==> src/rtl/pid_hdng_ctrl.sv <==
// rtl/pid_hdng_ctrl.sv - heading PID controller producing saturated differential wheel speeds
//
// Three-stage pipeline:
//   stage 0 : heading error, wrapped and saturated to ERR_W, registered
//   stage 1 : P and D products, integrator update, at-heading debounce
//   stage 2 : correction sum, left/right speed saturation, spd_vld_o pulse
//
// Ports:
//   clk_i          clock
//   rst_i          synchronous active-high reset
//   moving_i       controller enable; low clears the integrator, history and outputs
//   hdng_vld_i     one-cycle strobe marking a new actual-heading sample
//   dsrd_hdng_i    desired heading (HDNG_W, two's-complement wrap)
//   actl_hdng_i    actual heading (HDNG_W, two's-complement wrap)
//   frwrd_spd_i    unsigned forward speed (SPD_W-1)
//   kp_i           unsigned P gain, sampled in stage 1
//   kd_i           unsigned D gain, sampled in stage 1
//   lft_spd_o      signed left wheel speed, registered
//   rght_spd_o     signed right wheel speed, registered
//   spd_vld_o      one-cycle pulse when the speeds update
//   at_hdng_o      debounced heading-reached flag
//
// Optional feature macro: PID_INT_CLAMP_EN
//   defined   : an overflowing integrator update saturates to the signed INT_W limit
//   undefined : an overflowing integrator update leaves the integrator unchanged

module pid_hdng_ctrl #(
    parameter int HDNG_W     = 12,
    parameter int ERR_W      = 10,
    parameter int SPD_W      = 12,
    parameter int INT_W      = 16,
    parameter int I_SHIFT    = 4,
    parameter int D_W        = 8,
    parameter int AT_THRESH  = 30,
    parameter int SETTLE_CNT = 4
) (
    input  logic                    clk_i,
    input  logic                    rst_i,
    input  logic                    moving_i,
    input  logic                    hdng_vld_i,
    input  logic [HDNG_W-1:0]       dsrd_hdng_i,
    input  logic [HDNG_W-1:0]       actl_hdng_i,
    input  logic [SPD_W-2:0]        frwrd_spd_i,
    input  logic [3:0]              kp_i,
    input  logic [4:0]              kd_i,
    output logic signed [SPD_W-1:0] lft_spd_o,
    output logic signed [SPD_W-1:0] rght_spd_o,
    output logic                    spd_vld_o,
    output logic                    at_hdng_o
);

    localparam int P_W   = ERR_W + 5;     // signed err x 4-bit unsigned gain
    localparam int DP_W  = D_W + 6;       // signed diff x 5-bit unsigned gain
    localparam int SUM_W = ERR_W + 7;
    localparam int LS_W  = ((SUM_W > SPD_W) ? SUM_W : SPD_W) + 1;
    localparam int CNT_W = $clog2(SETTLE_CNT + 1);

    localparam logic [ERR_W-1:0] ERR_MAX = {1'b0, {(ERR_W-1){1'b1}}};
    localparam logic [ERR_W-1:0] ERR_MIN = {1'b1, {(ERR_W-1){1'b0}}};
    localparam logic [D_W-1:0]   DIF_MAX = {1'b0, {(D_W-1){1'b1}}};
    localparam logic [D_W-1:0]   DIF_MIN = {1'b1, {(D_W-1){1'b0}}};
    localparam logic [SPD_W-1:0] SPD_MAX = {1'b0, {(SPD_W-1){1'b1}}};
    localparam logic [SPD_W-1:0] SPD_MIN = {1'b1, {(SPD_W-1){1'b0}}};
`ifdef PID_INT_CLAMP_EN
    localparam logic [INT_W-1:0] INT_MAX = {1'b0, {(INT_W-1){1'b1}}};
    localparam logic [INT_W-1:0] INT_MIN = {1'b1, {(INT_W-1){1'b0}}};
`endif
    localparam logic [CNT_W-1:0] SETTLE  = CNT_W'(SETTLE_CNT);

    // pipeline state
    logic                    v1_q, v2_q;
    logic signed [ERR_W-1:0] err_q;
    logic signed [ERR_W-1:0] prev_err_q;
    logic signed [P_W-1:0]   p_q;
    logic signed [DP_W-1:0]  d_q;
    logic signed [INT_W-1:0] integ_q;
    logic [CNT_W-1:0]        cnt_q;
    logic signed [SPD_W-1:0] lft_q, rght_q;
    logic                    spd_vld_q, at_hdng_q;

    // stage 0 combinational
    logic [HDNG_W-1:0]       raw_err;
    logic                    err_fits;
    logic [ERR_W-1:0]        err_d;

    // stage 1 combinational
    logic [ERR_W:0]          diff_full;
    logic                    diff_fits;
    logic signed [D_W-1:0]   diff_sat;
    logic signed [P_W-1:0]   p_d;
    logic signed [DP_W-1:0]  d_d;
    logic [INT_W-1:0]        acc;
    logic                    int_ovf;
    logic signed [INT_W-1:0] integ_d;
    logic signed [31:0]      err_int;
    logic                    in_band;
    logic [CNT_W-1:0]        cnt_d;

    // stage 2 combinational
    logic signed [INT_W-1:0] i_term;
    logic signed [SUM_W-1:0] sum;
    logic signed [SUM_W-1:0] corr;
    logic [LS_W-1:0]         frwrd_ext;
    logic [LS_W-1:0]         lft_full, rght_full;
    logic                    lft_fits, rght_fits;
    logic [SPD_W-1:0]        lft_d, rght_d;

    always_comb begin
        // Subtraction in HDNG_W bits gives the modulo-2^HDNG_W wrap for free.
        raw_err  = actl_hdng_i - dsrd_hdng_i;
        // The value fits in ERR_W when all bits from the ERR_W sign bit up agree.
        err_fits = (&raw_err[HDNG_W-1:ERR_W-1]) | ~(|raw_err[HDNG_W-1:ERR_W-1]);
        err_d    = err_fits ? raw_err[ERR_W-1:0] : (raw_err[HDNG_W-1] ? ERR_MIN : ERR_MAX);
    end

    always_comb begin
        diff_full = {err_q[ERR_W-1], err_q} - {prev_err_q[ERR_W-1], prev_err_q};
        diff_fits = (&diff_full[ERR_W:D_W-1]) | ~(|diff_full[ERR_W:D_W-1]);
        diff_sat  = diff_fits ? diff_full[D_W-1:0] : (diff_full[ERR_W] ? DIF_MIN : DIF_MAX);

        p_d = P_W'(err_q) * $signed(P_W'({1'b0, kp_i}));
        d_d = DP_W'(diff_sat) * $signed(DP_W'({1'b0, kd_i}));

        // Overflow: both addends share a sign that the sum does not.
        acc     = integ_q + INT_W'(err_q);
        int_ovf = (integ_q[INT_W-1] == err_q[ERR_W-1]) && (acc[INT_W-1] != integ_q[INT_W-1]);
`ifdef PID_INT_CLAMP_EN
        integ_d = int_ovf ? (integ_q[INT_W-1] ? INT_MIN : INT_MAX) : acc;
`else
        integ_d = int_ovf ? integ_q : acc;
`endif

        err_int = 32'(err_q);
        in_band = (err_int < AT_THRESH) && (err_int > -AT_THRESH);
        if (!in_band) begin
            cnt_d = '0;
        end else if (cnt_q == SETTLE) begin
            cnt_d = cnt_q;
        end else begin
            cnt_d = cnt_q + CNT_W'(1);
        end
    end

    always_comb begin
        i_term    = integ_q >>> I_SHIFT;
        sum       = SUM_W'(p_q) + SUM_W'(i_term) + SUM_W'(d_q);
        corr      = sum >>> 3;
        frwrd_ext = LS_W'({1'b0, frwrd_spd_i});
        lft_full  = frwrd_ext + LS_W'(corr);
        rght_full = frwrd_ext - LS_W'(corr);
        lft_fits  = (&lft_full[LS_W-1:SPD_W-1]) | ~(|lft_full[LS_W-1:SPD_W-1]);
        rght_fits = (&rght_full[LS_W-1:SPD_W-1]) | ~(|rght_full[LS_W-1:SPD_W-1]);
        lft_d     = lft_fits ? lft_full[SPD_W-1:0] : (lft_full[LS_W-1] ? SPD_MIN : SPD_MAX);
        rght_d    = rght_fits ? rght_full[SPD_W-1:0] : (rght_full[LS_W-1] ? SPD_MIN : SPD_MAX);
    end

    always_ff @(posedge clk_i) begin
        if (rst_i) begin
            v1_q       <= 1'b0;
            v2_q       <= 1'b0;
            err_q      <= '0;
            prev_err_q <= '0;
            p_q        <= '0;
            d_q        <= '0;
            integ_q    <= '0;
            cnt_q      <= '0;
            lft_q      <= '0;
            rght_q     <= '0;
            spd_vld_q  <= 1'b0;
            at_hdng_q  <= 1'b0;
        end else if (!moving_i) begin
            // Disabled: drop in-flight samples and forget all history.
            v1_q       <= 1'b0;
            v2_q       <= 1'b0;
            prev_err_q <= '0;
            integ_q    <= '0;
            cnt_q      <= '0;
            lft_q      <= '0;
            rght_q     <= '0;
            spd_vld_q  <= 1'b0;
            at_hdng_q  <= 1'b0;
        end else begin
            v1_q <= hdng_vld_i;
            if (hdng_vld_i) begin
                err_q <= err_d;
            end

            v2_q <= v1_q;
            if (v1_q) begin
                p_q        <= p_d;
                d_q        <= d_d;
                integ_q    <= integ_d;
                prev_err_q <= err_q;
                cnt_q      <= cnt_d;
                at_hdng_q  <= (cnt_d == SETTLE);
            end

            // Stage 2 reads integ_q after this sample's update; a younger sample
            // updating integ_q on the same edge is not yet visible here.
            spd_vld_q <= v2_q;
            if (v2_q) begin
                lft_q  <= lft_d;
                rght_q <= rght_d;
            end
        end
    end

    assign lft_spd_o  = lft_q;
    assign rght_spd_o = rght_q;
    assign spd_vld_o  = spd_vld_q;
    assign at_hdng_o  = at_hdng_q;

endmodule
==> config.mk <==
export PLATFORM = sky130hd
export DESIGN_NAME = pid_hdng_ctrl
export DESIGN_NICKNAME = d
export VERILOG_FILES = /design/src/rtl/pid_hdng_ctrl.sv
export SDC_FILE = /design/constraint.sdc
export NUM_CORES = 1
export LEC_CHECK = 0
export BUFFER_PORTS_ARGS = -buffer_cell sky130_fd_sc_hd__clkbuf_2
export CAP_MARGIN = 20
export CORE_UTILIZATION = 65
export DETAILED_ROUTE_END_ITERATION = 10
export GPL_ROUTABILITY_DRIVEN = 0
export PLACE_DENSITY = 0.86
export REMOVE_ABC_BUFFERS = 1
export SETUP_SLACK_MARGIN = 0.4
export SLEW_MARGIN = 20
export SYNTH_ARGS = -nofsm -noshare
export SYNTH_HDL_FRONTEND = slang
export SYNTH_SLANG_ARGS = --single-unit
==> constraint.sdc <==
create_clock -name clk_i -period 11.2 [get_ports clk_i]
set_input_delay 0.56 -clock clk_i [delete_from_list [all_inputs] [get_ports clk_i]]
set_output_delay 0.56 -clock clk_i [all_outputs]
set_load 0.02 [all_outputs]
== Word level (Yosys, flattened, before mapping) ==
Index checks and enable logic that the tools add are counted.

* Memory bits (writable): 0
* Bits in latches: 0
* ROM bits: 0
* Memories: 0
* Word-level logic and storage cells: 62
* Register bits: 96

* Div/mod/pow operators: 0
* Bitwise logic cells: 10
* Multiply operators: 2
* Shifts and indexed selects: 0
* $lt $le $gt $ge: 2
* $add $sub $neg: 8
* Reduce and logical (&&, ||, !) cells: 14
* Eq/ne operators: 4
* Mux-type cells: 10

{| class="wikitable"
|+ Operators with widths
! operator !! count
|-
| $mux W12 || 4
|-
| $mux W10 || 2
|-
| $add A16 B14 Y17 || 1
|-
| $add A15 B12 Y16 || 1
|-
| $add A16 B10 Y16 || 1
|-
| $mux W8 || 2
|-
| $add A12 B14 Y15 || 1
|-
| $mul A10 B5 Y15 || 1
|-
| $sub A12 B14 Y15 || 1
|-
| $mul A8 B6 Y14 || 1
|-
| $reduce_and A7 Y1 || 2
|-
| $reduce_or A7 Y1 || 2
|-
| $sub A12 B12 Y12 || 1
|-
| $sub A10 B10 Y11 || 1
|-
| $gt A10 B6 Y1 const B || 1
|-
| $lt A10 B6 Y1 const B || 1
|-
| $eq A3 B3 Y1 const B || 2
|-
| $mux W3 || 2
|-
| $not A1 Y1 || 6
|-
| $reduce_and A2 Y1 || 3
|-
| $or A1 B1 Y1 || 4
|-
| $reduce_and A4 Y1 || 1
|-
| $reduce_or A4 Y1 || 1
|-
| $add A3 B1 Y3 const B || 1
|-
| 6 further kinds || 7
|}

== Longest topological paths before layout ==
Gate-level depths: netlist (run 1).

* Depth in word-level cells: 7
* Mapped depth: 30

== Worst setup path after synthesis (run 1) ==
No wires, ideal clock.

* Kind: reg-to-reg
* Start point: register err_q[0]
* End point: register d_q[13]
* Arrival time: 6708 ps
* Period minus slack after synthesis: 6799 ps
* Required time: 11109 ps
* Setup slack: 4401 ps
* Cell stages (with the launch flop): 31
* Cell sequence: dfxtp_1 > inv_1 > ha_1 > inv_1 > fa_1 > a21o_1 > a21o_1 > a211oi_2 > o21bai_1 > a21oi_4 > nor2_1 > a221o_1 > clkbuf_1 > clkbuf_1 > nand3_1 > nand4_1 > fa_1 > inv_1 > fa_1 > fa_1 > inv_1 > ha_1 > nor2b_1 > o21ai_1 > a21boi_0 > o21ai_0 > a21boi_1 > o21a_1 > o211a_1 > or4_1 > a311oi_1

* Cells in the longest elaborated chain, start to end: 6
* Elaborated cells between the ends (all ways): 8

{| class="wikitable"
|+ Ends and longest elaborated chain
! what !! RTL line !! text
|-
| start: declaration || 72 || <nowiki>logic signed [ERR_W-1:0] err_q;</nowiki>
|-
| start signal: assignment || 185 || <nowiki>err_q <= err_d;</nowiki>
|-
| $sub A10 B10 Y11 * || 117 || <nowiki>diff_full = {err_q[ERR_W-1], err_q} - {prev_err_q[ERR_W-1], prev_err_q};</nowiki>
|-
| $reduce_or A4 Y1 || 118 || <nowiki>diff_fits = (&diff_full[ERR_W:D_W-1]) | ~(|diff_full[ERR_W:D_W-1]);</nowiki>
|-
| $not A1 Y1 || 118 ||
|-
| $or A1 B1 Y1 || 118 ||
|-
| $mux W8 * || 119 || <nowiki>diff_sat = diff_fits ? diff_full[D_W-1:0] : (diff_full[ERR_W] ? DIF_MIN : DIF_MAX);</nowiki>
|-
| $mul A8 B6 Y14 * || 122 || <nowiki>d_d = DP_W'(diff_sat) * $signed(DP_W'({1'b0, kd_i}));</nowiki>
|-
| end signal: assignment || 164 || <nowiki>d_q <= '0;</nowiki>
|-
| end signal: assignment || 191 || <nowiki>d_q <= d_d;</nowiki>
|-
| end: declaration || 75 || <nowiki>logic signed [DP_W-1:0] d_q;</nowiki>
|}

Every way passes the cells marked *; elsewhere a longest branch is shown, timed or not.
A chain may end at the register's enable or synchronous reset.

== Worst setup path in the final report (run 1) ==
Ends and elaborated chain as after synthesis.

==> summary.txt, run 1 <==
Status
  – Status: finished clean

CTS
  – TritonCTS clock tree: done
  – CTS Hold Buffers Added: 0
  – Post-CTS sizing: 0
  – CTS sink cnt: 96
  – TritonCTS Buffers: 9
  – Max H-tree Level: 3
  – Clock insertion delay at the later pin of the skew report: 0.36 ns
  – Maximum clock path buffer count: 2
  – CTS root buffer: clkbuf_16
  – CTS clock-pin slew for the worst setup and hold paths: 0.07 ns
  – Post-CTS Setup Bufs: 0

STA
  – Fmax: 129 MHz
  – Unrepaired setup endpoints after global routing: false
  – Fin. Hold Viols: 0
  – Slew margin rel.: 25.0%
  – Final setup fails: 0
  – Post-layout min period: 7.73 ns
  – Slew @ Worst Pin: 1.12 ns
  – Max Clock Skew: 0.00962 ns
  – Setup_tns: 0 ns
  – Post-route clock period utilization: 69.0%
  – Final count of pins violating max slew: 0

Final layout
  – Finished Layout Cells: 1696
  – Util after Layout: 71.9%
  – Layout cells sized above 1: 9.49%
  – N_diodes: 0
  – Leading cell type in the layout, fill and taps excluded: inv_1
  – Commonest cells after routing, fill and taps aside: inv_1 (169), nor2_1 (139), ha_1 (129), nand2_1 (108), dfxtp_1 (96)
  – Fin nets: 1715
  – Synth-to-layout area growth: 6.95%

GRT
  – Largest net degree at the start of global routing: 36
  – First-pass GRT wire length: 45000 um
  – Initial antenna violation count: 0
  – Gr usage total: 30.7%
  – Vias in the first global route: 9877
  – Grt ovf: 0

Placed design
  – Hpwl dp: 21000 um
  – Port Buffer Count: 73
  – Placed cells: 1682

Synth
  – Library cells used by synthesis: 85
  – Post-synthesis instance area: 11300 um2
  – #FFs+latches synth: 96
  – Synth top area share: 17.1%
  – Asr flop ratio synth: 0%
  – Post-synth top flop: dfxtp_1
  – Cell taking the most area after synthesis: dfxtp_1
  – Total number of yosys warnings: 0
  – Seq/Total Area, Yosys: 17.1%
  – Avg Inst Size Synth: 7.86 um2
  – Number of enable flip-flop cells after synthesis: 0
  – Cells after synthesis: 1434
  – Ranking of synthesized cells by area: dfxtp_1 (17%), ha_1 (14%), fa_1 (12%)

Worst hold path
  – Hold Crit Class: flip-flop to flip-flop
  – Hold depth: 2
  – Hold Path End: integ_q[3]$_SDFFE_PP0P_
  – Hold_sp: integ_q[3]$_SDFFE_PP0P_

Run
  – Max-Cap Viols: 0

Worst setup path
  – WS Path Type: flip-flop to flip-flop
  – Critical path arrival: 8.00 ns
  – Reg2reg path depth: 28
  – Crit Path Max Fanout: 31
  – Critical Path RT: 11.47 ns
  – Crit. End Element: flip-flop
  – Slowest cell on crit path: a221o_1
  – CP top delay family: compound AO/OA/AOI/OAI gates
  – Crit path top cell by count: inv_1
  – Largest stage delay, worst path: 0.87 ns
  – Crit path depth: 28
  – Worst Setup Start Kind: flip-flop
  – Worst R2R Start: err_q[0]$_SDFFE_PP0P_
  – R2r setup slk: 3.47 ns
  – Crit path buf inv count: 4
  – RR Endpoint: d_q[13]$_SDFFE_PP0P_

Routing
  – Via density: 6.13
  – Via Count: 10400
  – Total Wirelength: 26900 um
  – # DRC: 0
  – Post-route ant nets: 0
  – DR WL/cell: 15.9 um
  – Initial DRC Count: 609
  – First-pass DRT Iterations: 9

Power
  – Overall Power: 2.10 mW
  – Worst VDD drop: 0.000164 V
  – PwrDens: 174 nW/um2
  – Leakage: 5.60 nW

Die
  – Row count: 47
  – Top Ports: 74
  – Die Wd: 134 um
  – Core ar.: 16800 um2
  – Chip height: 134 um
  – Starting Density: 67.2%
  – Die area: 17900 um2
-- metrics by stage --
stage | area, um2 | worst slack, ns | hold WS [ns]
2_1_floorplan | 11000 | 4.14 | 0.430
3_3_place_gp | 11800 | 3.62 | 0.446
3_5_place_dp | 11800 | 3.45 | 0.449
4_1_cts | 12000 | 3.38 | 0.460
5_1_grt | 12100 | 2.97 | 0.478
6_report | 12100 | 3.47 | 0.461
-- worst reg2reg max path, delay by kind of cell (launching register included) --
kind	cells	cell delay, ns
buffers and inverters	4	0.28
flip-flops	1	0.39
multiplexers	1	0.27
adder cells (fa/ha/maj)	6	2.13
AO/OA/AOI/OAI	13	3.39
AND/OR/NAND/NOR	4	1.17
-- cell type report --
type / count / area [um2]
fill: 1343 / 4710
multi-input combinational: 1114 / 8490
timing repair buffer: 82 / 433
clock inverter: 5 / 66.3
tap: 220 / 275
sequential: 96 / 1920
inverter: 170 / 638
clock buffer: 9 / 225
-- sequential cells by signal, indices dropped and copies added (netlist names) --
| name | cells |
|---|---|
| prev_err_q | 10 |
| v1_q | 1 |
| lft_spd_o | 12 |
| err_q | 10 |
| rght_spd_o | 12 |
| p_q | 15 |
| d_q | 14 |
| v2_q | 1 |
| cnt_q | 3 |
| integ_q | 16 |
| spd_vld_o | 1 |
| at_hdng_o | 1 |
-- power by group --
| part | internal (mW) | switching [mW] | leakage, nW |
|---|---|---|---|
| combinational | 0.577 | 0.822 | 4.68 |
| sequential | 0.359 | 0.0267 | 0.777 |
| clock | 0.174 | 0.140 | 0.140 |
-- per-layer routing --
| layer | vias to the layer above | track usage (%) | part of all wire [%] |
|---|---|---|---|
| li1 | 5092 | - | - |
| met1 | 4840 | 36.1 | 42 |
| met2 | 391 | 55.6 | 49 |
| met3 | 78 | 5.06 | 5.9 |
| met4 | 0 | 11.9 | 3.3 |
| met5 | - | 0 | 0 |
-- synth_stat cells (all sizes together) (14+ instances only) --
cell type  number
nor3           27
nor2          139
xor2           14
nand2         109
clkbuf         36
buf            18
xnor2          54
fa             65
dfxtp          96
inv           169
and2           45
nand4          35
a21o           16
mux2i          16
a211oi         16
o221a          14
o21ai          57
a21oi          85
nand3          90
ha            129
-- worst max path at each step --
stage,slack [ns],start,to
global route,2.97,err_q[0]$_SDFFE_PP0P_,d_q[13]$_SDFFE_PP0P_
finish,3.47,err_q[0]$_SDFFE_PP0P_,d_q[13]$_SDFFE_PP0P_
detailed placement,3.45,err_q[0]$_SDFFE_PP0P_,d_q[13]$_SDFFE_PP0P_
floorplan,4.14,err_q[0]$_SDFFE_PP0P_,d_q[13]$_SDFFE_PP0P_
CTS,3.38,err_q[0]$_SDFFE_PP0P_,d_q[13]$_SDFFE_PP0P_
global placement,3.62,err_q[0]$_SDFFE_PP0P_,d_q[13]$_SDFFE_PP0P_
-- kinds of logic after synthesis --
logic type / count (synthesis) / share of synthesized area [%]
AND/OR/NAND/NOR: 514 / 22.2
AO/OA/AOI/OAI: 320 / 20.2
buffers and inverters: 224 / 7.70
adder cells (fa/ha/maj): 194 / 25.9
XOR/XNOR: 68 / 5.35
multiplexers: 18 / 1.62
flip-flops: 96 / 17.1
Power figures use the tool's default switching activity.
==> inputs of run 2 (changes only) <==
--- a/config.mk
+++ b/config.mk
@@ -7,10 +7,10 @@
 export LEC_CHECK = 0
 export BUFFER_PORTS_ARGS = -buffer_cell sky130_fd_sc_hd__clkbuf_2
 export CAP_MARGIN = 20
-export CORE_UTILIZATION = 65
+export CORE_UTILIZATION = 63
 export DETAILED_ROUTE_END_ITERATION = 10
 export GPL_ROUTABILITY_DRIVEN = 0
-export PLACE_DENSITY = 0.86
+export PLACE_DENSITY = 0.83
 export REMOVE_ABC_BUFFERS = 1
 export SETUP_SLACK_MARGIN = 0.4
 export SLEW_MARGIN = 20
==> constraint.sdc (replaced) <==
create_clock -name clk_i -period 7.6 [get_ports clk_i]
set_input_delay 0.38 -clock clk_i [delete_from_list [all_inputs] [get_ports clk_i]]
set_output_delay 0.38 -clock clk_i [all_outputs]
set_load 0.02 [all_outputs]
==> run 2 against run 1 <==
- non-clock buffer count increased by 25
- sequential power increased by 45%
- worst hold slack got worse by 0.16 ns
- sequential cell count unchanged
- fmax increased by 10%
- power increased by 55%
- final area increased by 2.4%
- clock power increased by 64%
- die area increased by 3.1%
- highest routed layer unchanged
==> summary.txt, run 2 (synthesis results as in run 1) <==
GRT
  – First-pass GRT wire length: 45300 um (was 45000 um)
  – Initial antenna violation count: 0 (unchanged)
  – Vias in the first global route: 9770 (was 9877)
  – Gr usage total: 30.5% (was 30.7%)
  – Grt ovf: 0 (unchanged)
  – Largest net degree at the start of global routing: 36 (unchanged)

CTS
  – CTS sink cnt: 96 (unchanged)
  – Max H-tree Level: 3 (unchanged)
  – CTS root buffer: clkbuf_16 (unchanged)
  – CTS Hold Buffers Added: 0 (unchanged)
  – CTS clock-pin slew for the worst setup and hold paths: 0.07 ns (about the same)
  – TritonCTS Buffers: 9 (unchanged)
  – Clock insertion delay at the later pin of the skew report: 0.36 ns (about the same)
  – TritonCTS clock tree: done (unchanged)
  – Maximum clock path buffer count: 2 (unchanged)

Worst setup path
  – Crit path top cell by count: inv_1 (unchanged)
  – WS Path Type: flip-flop to flip-flop (unchanged)
  – Critical Path RT: 7.87 ns (was 11.47 ns)
  – Critical path arrival: 7.28 ns (was 8.00 ns)
  – Slowest cell on crit path: fa_1 (was a221o_1)
  – Largest stage delay, worst path: 0.56 ns (was 0.87 ns)
  – Worst Setup Start Kind: flip-flop (unchanged)
  – Crit. End Element: flip-flop (unchanged)
  – Crit Path Max Fanout: 17 (was 31)

STA
  – Fmax: 143 MHz (was 129 MHz)
  – Unrepaired setup endpoints after global routing: false (unchanged)
  – Slew @ Worst Pin: 1.01 ns (was 1.12 ns)
  – Final setup fails: 0 (unchanged)
  – Post-layout min period: 7.01 ns (was 7.73 ns)
  – Worst hold slack: 0.304 ns (was 0.461 ns)
  – PnR worst setup slack: 0.586 ns (was 3.47 ns)
  – Slew margin rel.: 32.1% (was 25.0%)
  – Fin. Hold Viols: 0 (unchanged)
  – Final count of pins violating max slew: 0 (unchanged)
  – Setup_tns: 0 ns (unchanged)
  – Max Clock Skew: 0.0125 ns (was 0.00962 ns)
  – Post-route clock period utilization: 92.3% (was 69.0%)

Die
  – Starting Density: 64.9% (was 67.2%)
  – Die Wd: 136 um (was 134 um)
  – Row count: 48 (was 47)
  – Top Ports: 74 (unchanged)
  – Chip height: 136 um (was 134 um)
  – Die area: 18400 um2 (was 17900 um2)
  – Core ar.: 17400 um2 (was 16800 um2)

Routing
  – Via Count: 10600 (was 10400)
  – # DRC: 0 (unchanged)
  – Initial DRC Count: 710 (was 609)
  – Total Wirelength: 27700 um (was 26900 um)
  – DR WL/cell: 16.0 um (was 15.9 um)
  – First-pass DRT Iterations: 6 (was 9)
  – Via density: 6.12 (was 6.13)
  – Post-route ant nets: 0 (unchanged)

Worst hold path
  – Hold Crit Class: input port to flip-flop (was flip-flop to flip-flop)

Placed design
  – Port Buffer Count: 73 (unchanged)
  – Hpwl dp: 20800 um (was 21000 um)
  – Pre-CTS setup slack: 0.269 ns (was 3.45 ns)

Final layout
  – N_diodes: 0 (unchanged)
  – Leading cell type in the layout, fill and taps excluded: inv_1 (unchanged)
  – Synth-to-layout area growth: 9.56% (was 6.95%)
  – Max reg flops: 16 (unchanged)
  – Fin nets: 1742 (was 1715)
  – Commonest cells after routing, fill and taps aside: inv_1 (169), nor2_1 (138), ha_1 (129), nand2_1 (107), dfxtp_1 (96) (was inv_1 (169), nor2_1 (139), ha_1 (129), nand2_1 (108), dfxtp_1 (96))
  – Top reg by flops: integ_q (unchanged)
  – Layout cells sized above 1: 11.8% (was 9.49%)
  – Biggest regs: integ_q x16, p_q x15, d_q x14 (unchanged)

Power
  – Worst VDD drop: 0.000236 V (was 0.000164 V)
  – Leakage: 5.75 nW (was 5.60 nW)
  – PwrDens: 263 nW/um2 (was 174 nW/um2)

Run
  – Max-Cap Viols: 0 (unchanged)

Status
  – Status: finished clean (unchanged)
## run 2: final cells by class
type,instances,area [um2]
timing repair buffer,107,618
tap,225,282
sequential,96,1920
clock inverter,6,101
fill,1354,5010
inverter,170,638
clock buffer,10,239
multi-input combinational,1116,8540
## run 2: worst max-delay path: cells and delay by family, from the launching register on
kind            cells  cell delay (ns)
compound gates     15             3.05
buf+inv             6             0.63
simple gates        3             0.85
fa+ha+maj           6             2.08
flops               1             0.32
## run 2: metal layers
metal / routed length (um) / track usage [%] / vias up
li1: - / - / 5166
met1: 11400 / 37.3 / 4911
met2: 13600 / 54.1 / 426
met3: 1850 / 5.24 / 76
met4: 908 / 9.74 / 0
met5: 0 / 0 / -
## run 2: worst paths after layout
kind         slack, ns  cells after the start                        from                         end
min               0.30                      3                  hdng_vld_i             v1_q$_SDFF_PP0_
max reg2reg       0.59                     30       err_q[0]$_SDFFE_PP0P_        d_q[13]$_SDFFE_PP0P_
max               0.59                     30       err_q[0]$_SDFFE_PP0P_        d_q[13]$_SDFFE_PP0P_
min reg2reg       0.46                      1  rght_spd_o[8]$_SDFFE_PP0P_  rght_spd_o[8]$_SDFFE_PP0P_
## run 2: what timing repair did
item	CTS	global route
gates resized for setup	4	10
cloned	0	2
endpoints found under the setup margin	1	2
buffers inserted	3	11
pin swaps	1	11
## run 2: stage by stage
stage	area [um2]	power, mW	instances	utilization [%]
floorplan	11000	2.17	1380	-
global placement	11800	2.54	1698	68.2
detailed placement	11800	2.62	1698	68.2
CTS	12200	3.15	1717	70.4
global route	12300	3.56	1730	71.1
finish	12300	3.25	1730	71.1
## run 2: power by group
group	total, mW	leakage [nW]	internal, mW	switching (mW)
clock network	0.516	0.162	0.302	0.214
logic	2.18	4.81	0.917	1.26
registers	0.560	0.777	0.529	0.0315
